--- src/rtl/pll_sup_pkg.sv ---
// Shared types and constants for the PLL reset/lock supervisor and its helpers.
package pll_sup_pkg;

  typedef enum logic [2:0] {
    RESET_PLL = 3'd0,
    WAIT_LOCK = 3'd1,
    STABLE    = 3'd2,
    RUN       = 3'd3,
    FAIL      = 3'd4
  } pll_sup_state_t;

  localparam int unsigned LOSS_CNT_W  = 8;
  localparam int unsigned SYNC_STAGES = 2;

  localparam logic [LOSS_CNT_W-1:0] LOSS_CNT_MAX = '1;

  // Bits needed to hold 0..limit-1; never narrower than one bit.
  function automatic int unsigned cnt_w(input int unsigned limit);
    int unsigned w;
    w = 1;
    while ((w < 32) && ((32'd1 << w) < limit)) begin
      w = w + 1;
    end
    return w;
  endfunction

  function automatic int unsigned max3(input int unsigned a,
                                       input int unsigned b,
                                       input int unsigned c);
    int unsigned m;
    m = (a > b) ? a : b;
    return (m > c) ? m : c;
  endfunction

endpackage

--- src/rtl/pll_sync2.sv ---
// Multi-flop synchronizer for slow asynchronous status bits; resets to 0.
module pll_sync2
  import pll_sup_pkg::*;
#(
  parameter int unsigned WIDTH = 1
) (
  input  logic             clk,
  input  logic             rst_n,
  input  logic [WIDTH-1:0] d,
  output logic [WIDTH-1:0] q
);

  logic [SYNC_STAGES-1:0][WIDTH-1:0] stage_q;

  always_ff @(posedge clk or negedge rst_n) begin
    if (!rst_n) begin
      stage_q <= '0;
    end else begin
      stage_q <= {stage_q[SYNC_STAGES-2:0], d};
    end
  end

  assign q = stage_q[SYNC_STAGES-1];

endmodule

--- src/rtl/pll_lock_supervisor.sv ---
// PLL reset pulse generation, lock qualification, timeout retry and loss recovery;
// produces the gated system reset for logic clocked by the PLL outputs.
module pll_lock_supervisor
  import pll_sup_pkg::*;
#(
  parameter int unsigned RST_PULSE_CYC    = 16,
  parameter int unsigned LOCK_STABLE_CYC  = 256,
  parameter int unsigned LOCK_TIMEOUT_CYC = 65536,
  parameter int unsigned MAX_RETRY        = 3
) (
  input  logic                              refclk,
  input  logic                              rst_n,
  input  logic                              pll_locked,
  input  logic                              relock_req,
  output logic                              pll_rst,
  output logic                              sys_rst_n,
  output logic                              ready,
  output logic                              fail,
  output logic [cnt_w(MAX_RETRY + 1)-1:0]   retry_cnt,
  output logic [LOSS_CNT_W-1:0]             loss_cnt
);

  localparam int unsigned RETRY_W = cnt_w(MAX_RETRY + 1);
  localparam int unsigned CNT_W   = cnt_w(max3(RST_PULSE_CYC, LOCK_STABLE_CYC, LOCK_TIMEOUT_CYC));

  localparam logic [CNT_W-1:0]   PULSE_LAST   = CNT_W'(RST_PULSE_CYC - 1);
  localparam logic [CNT_W-1:0]   TIMEOUT_LAST = CNT_W'(LOCK_TIMEOUT_CYC - 1);
  // The WAIT_LOCK->STABLE edge already saw one good lock cycle, so the
  // counter in STABLE tracks the qualified cycles beyond that first one.
  localparam logic [CNT_W-1:0]   STABLE_LAST  =
    CNT_W'((LOCK_STABLE_CYC > 1) ? (LOCK_STABLE_CYC - 2) : 0);
  localparam logic [RETRY_W-1:0] RETRY_LAST   = RETRY_W'(MAX_RETRY);

  logic                  locked_s;
  pll_sup_state_t        state_q;
  pll_sup_state_t        state_d;
  logic [CNT_W-1:0]      cnt_q;
  logic [CNT_W-1:0]      cnt_d;
  logic [RETRY_W-1:0]    retry_d;
  logic [LOSS_CNT_W-1:0] loss_d;

  pll_sync2 #(
    .WIDTH (1)
  ) u_lock_sync (
    .clk   (refclk),
    .rst_n (rst_n),
    .d     (pll_locked),
    .q     (locked_s)
  );

  // Next-state, shared pulse/timeout/stable counter, retry and loss bookkeeping.
  always_comb begin
    state_d = state_q;
    cnt_d   = cnt_q;
    retry_d = retry_cnt;
    loss_d  = loss_cnt;

    case (state_q)
      RESET_PLL: begin
        if (relock_req) begin
          cnt_d = '0;
        end else if (cnt_q == PULSE_LAST) begin
          state_d = WAIT_LOCK;
          cnt_d   = '0;
        end else begin
          cnt_d = cnt_q + CNT_W'(1);
        end
      end

      WAIT_LOCK: begin
        if (relock_req) begin
          state_d = RESET_PLL;
          cnt_d   = '0;
        end else if (locked_s) begin
          state_d = STABLE;
          cnt_d   = '0;
        end else if (cnt_q == TIMEOUT_LAST) begin
          cnt_d = '0;
          if (retry_cnt == RETRY_LAST) begin
            state_d = FAIL;
          end else begin
            state_d = RESET_PLL;
            retry_d = retry_cnt + RETRY_W'(1);
          end
        end else begin
          cnt_d = cnt_q + CNT_W'(1);
        end
      end

      STABLE: begin
        if (relock_req) begin
          state_d = RESET_PLL;
          cnt_d   = '0;
        end else if (!locked_s) begin
          state_d = WAIT_LOCK;
          cnt_d   = '0;
        end else if (cnt_q == STABLE_LAST) begin
          state_d = RUN;
          cnt_d   = '0;
          retry_d = '0;
        end else begin
          cnt_d = cnt_q + CNT_W'(1);
        end
      end

      RUN: begin
        cnt_d = '0;
        // A lock drop wins over a coincident relock request and is counted.
        if (!locked_s) begin
          state_d = RESET_PLL;
          if (loss_cnt != LOSS_CNT_MAX) begin
            loss_d = loss_cnt + LOSS_CNT_W'(1);
          end
        end else if (relock_req) begin
          state_d = RESET_PLL;
        end
      end

      FAIL: begin
        cnt_d = '0;
        if (relock_req) begin
          state_d = RESET_PLL;
          retry_d = '0;
        end
      end

      default: begin
        state_d = RESET_PLL;
        cnt_d   = '0;
      end
    endcase
  end

  // State, counters and outputs decoded from next-state share one edge.
  always_ff @(posedge refclk or negedge rst_n) begin
    if (!rst_n) begin
      state_q   <= RESET_PLL;
      cnt_q     <= '0;
      retry_cnt <= '0;
      loss_cnt  <= '0;
      pll_rst   <= 1'b1;
      sys_rst_n <= 1'b0;
      ready     <= 1'b0;
      fail      <= 1'b0;
    end else begin
      state_q   <= state_d;
      cnt_q     <= cnt_d;
      retry_cnt <= retry_d;
      loss_cnt  <= loss_d;
      pll_rst   <= (state_d == RESET_PLL) || (state_d == FAIL);
      sys_rst_n <= (state_d == RUN);
      ready     <= (state_d == RUN);
      fail      <= (state_d == FAIL);
    end
  end

endmodule

--- config.mk ---
export PLATFORM = sky130hd
export DESIGN_NAME = pll_lock_supervisor
export DESIGN_NICKNAME = d
export VERILOG_FILES = /design/src/rtl/pll_sup_pkg.sv /design/src/rtl/pll_sync2.sv /design/src/rtl/pll_lock_supervisor.sv
export SDC_FILE = /design/constraint.sdc
export NUM_CORES = 1
export LEC_CHECK = 0
export BUFFER_PORTS_ARGS = -buffer_cell sky130_fd_sc_hd__buf_2
export CAP_MARGIN = 0
export CORE_ASPECT_RATIO = 0.6
export CORE_MARGIN = 2
export CORE_UTILIZATION = 45
export DETAILED_ROUTE_END_ITERATION = 10
export GPL_TIMING_DRIVEN = 0
export PLACE_DENSITY = 0.63
export SYNTH_ARGS = -nofsm -noshare
export SYNTH_HDL_FRONTEND = slang
export SYNTH_HIERARCHICAL = 1
export SYNTH_SLANG_ARGS = --single-unit
--- constraint.sdc ---
create_clock -name refclk -period 2.59 [get_ports refclk]
set_input_delay 0 -clock refclk [delete_from_list [all_inputs] [get_ports refclk]]
set_output_delay 0 -clock refclk [all_outputs]
set_load 0.05 [all_outputs]
==> metrics <==
Max-slew headroom=51.2%; syn nets=about 170; commonest non-fill, non-tap cell in the layout=dfrtp_1; I/O Buffers=17; Routed WL=around 3.3 mm; DP Area=between 0.0015 and 0.002 mm^2; Worst Path Required=2.77 ns; # setup viols final=0; Post-synth EDFFs=0; starting density of the core=around 47%; Yosys warnings=6; Clk pwr share=between 40% and 50%; Max Clk Rate=about 440 MHz; Mapped Area=~0.0017 mm^2; design area=0.00201 mm^2; die area=between 0.004 and 0.005 mm^2; run status=finished, final reports clean; drt wl/cell=~14 um; Int Power=between 0.8 and 0.9 mW; hold buffers post-CTS=3; Yosys reg bits=34; Post-synth ARST share=100%; CTS max path bufs=2; Post-Synthesis Cells=between 150 and 200; setup repair bufs after CTS=0; post-CTS sizing=0; clock-pin slew on the worst setup and hold paths=roughly 0.070 ns; layout cells sized above 1=19.2%; Lkg Pwr=around 0.94 nW; hpwl dp=between 2 and 2.5 mm; first-pass GRT wire length=5.92 mm; Final period util=87.9%; Data arrival, critical path=2.45 ns; largest net degree at the start of global routing=35; Area Overhead vs Synth=16.4%; vias in the first global route=1221; Die X=roughly 84 um; sw frac=a little over a fifth; drt pass-1 iters=4; Syn Area/Cell=between 10 and 15 um^2; # rows=17; final hold vios=0; die height=between 50 and 60 um; Antenna Cells=0; RSZ-0062 raised after global routing=false; worst vdd ir=0.319 mV; worst-margin pin slew=between 0.7 and 0.8 ns; CTS tree=built; Pwr per Cell Area=about 520 mW/mm^2; Final Max Tran Viols=0; hold crit path type=input pin to asynchronous set/reset pin; post-synthesis sequential area ratio=just under 50%; nets@finish=200; Clock Latency Late Sink=around 0.29 ns; Crit Path Max Fanout=10; clk sink count=34; Max Cap Viol=0; combinational fraction of design power=under 10%; Crit Path Category=flop to flop; vias=~1300; Setup TNS=0 ns; clk_skew=between 0.003 and 0.004 ns; TritonCTS Buffers=5; CTS root buffer=clkbuf_8; commonest non-fill, non-tap cells in the layout=dfrtp_1, nor2_1, buf_2; Core Area=between 0.003 and 0.004 mm^2; Initial DRC Count=just under 90; Antenna Nets Post-Route=0; DRC=0; Total GRT Usage=a little under a fifth; Synth cell types=39; RePlAce Congestion=between 0.8 and 0.9; clock period minus worst slack=roughly 2.3 ns; Via-to-Cell Ratio=approximately 5.3; Seq pwr share=51.4%; Psw=~0.22 mW; total grt overflow=0; type of origin of the critical path=flop; Worst Setup End Kind=flop; ys flop type=dfrtp_1; num ports=18; CTS H-tree lvls=2; initial antenna violation count=0
[layer usage]
metal	part of all wire, %	GRT usage (%)	vias up
met5	0	0	-
met4	1.2	7.26	0
met3	5.4	5.24	4
met2	40	25.1	24
met1	53	26.3	616
li1	-	-	632
[registers in the layout, summed over array words and instances (netlist names)]
register and cells:
ready 1, retry_cnt 2, fail 1, pll_rst 1, u_lock_sync/q 1, u_lock_sync/stage_q 1
cnt_q 16, state_q 3, loss_cnt 8
[cells in the mapped netlist (2+ instances only)]
cell      instances  share of area [%]
xor2_1           11                5.6
nor2b_1           3                1.1
dfrtp_1          33                 48
nand4_1           6                2.2
and3_1            3                1.1
nand2_1           9                2.0
or4b_1            2                1.2
and4_1            2                1.0
nor3_1            6                1.7
o21ai_0           3               0.87
nand3_1          11                3.2
o21ai_1           2               0.58
nor2_1           28                6.1
xnor2_1          10                5.1
inv_1             5                1.1
nand2b_1          2               0.73
nor4_4            3                3.7
ha_1              4                2.9
buf_2             2               0.58
[through the flow]
stage	setup slack, ns	utilization, %	hold WS [ns]	cells	power [mW]
3_5_place_dp	0.299	50.8	0.106	229	0.588
5_1_grt	0.112	54.6	0.337	240	1.10
2_1_floorplan	0.553	-	-0.296	165	0.568
4_1_cts	0.289	54.6	0.327	240	1.07
3_3_place_gp	0.386	50.8	0.0954	229	0.585
6_report	0.314	54.6	0.310	240	1.05
[layout make-up]
cell class | count | area [um^2]
plain buffers | 5 | 32.5
clock buffers | 5 | 68.8
clock inverters | 3 | 40.0
fillers | 340 | 1670
inverters | 5 | 18.8
multi-input cells | 121 | 822
flip-flops and latches | 34 | 852
well taps | 47 | 58.8
repair buffers | 20 | 115
[worst max-delay path: stages (launching register included)]
cell	delay (ns)
dfrtp_1	0.40
ha_1	0.24
nand3_1	0.25
nor4_4	0.46
nor3_2	0.14
a211oi_4	0.39
buf_6	0.21
nor2_1	0.07
[power groups by stage]
| stage | sequential [mW] | combinational, mW | clock (mW) |
|---|---|---|---|
| CTS | 0.541 | 0.0404 | 0.490 |
| global placement | 0.550 | 0.0349 | 0 |
| global route | 0.542 | 0.0445 | 0.517 |
| finish | 0.541 | 0.0389 | 0.473 |
| floorplan | 0.550 | 0.0176 | 0 |
| detailed placement | 0.551 | 0.0368 | 0 |
[final timing paths]
check / slack [ns] / startpoint / cells after the start / end
setup / recovery: 0.31 / cnt_q[0] / 7 / cnt_q[7]
hold / removal: 0.31 / rst_n / 2 / loss_cnt[1]
setup reg to reg: 0.31 / cnt_q[0] / 7 / cnt_q[7]
hold reg to reg: 0.35 / u_lock_sync/stage_q[0] / 0 / u_lock_sync/q
max in group asynchronous: 1.82 / rst_n / 2 / cnt_q[12]
min in group refclk: 0.35 / u_lock_sync/stage_q[0] / 0 / u_lock_sync/q
[kinds of logic (layout without fill, tap and decap cells)]
kind of cell / Yosys count / count (layout) / share of synthesized area (%)
compound gates: 15 / 15 / 6.82
xor+xnor: 21 / 21 / 10.7
fa+ha+maj: 4 / 4 / 2.90
buf+inv: 10 / 38 / 2.97
flops: 34 / 34 / 49.4
mux: 1 / 1 / 0.653
simple gates: 80 / 80 / 26.6
Power figures use the tool's default switching activity.
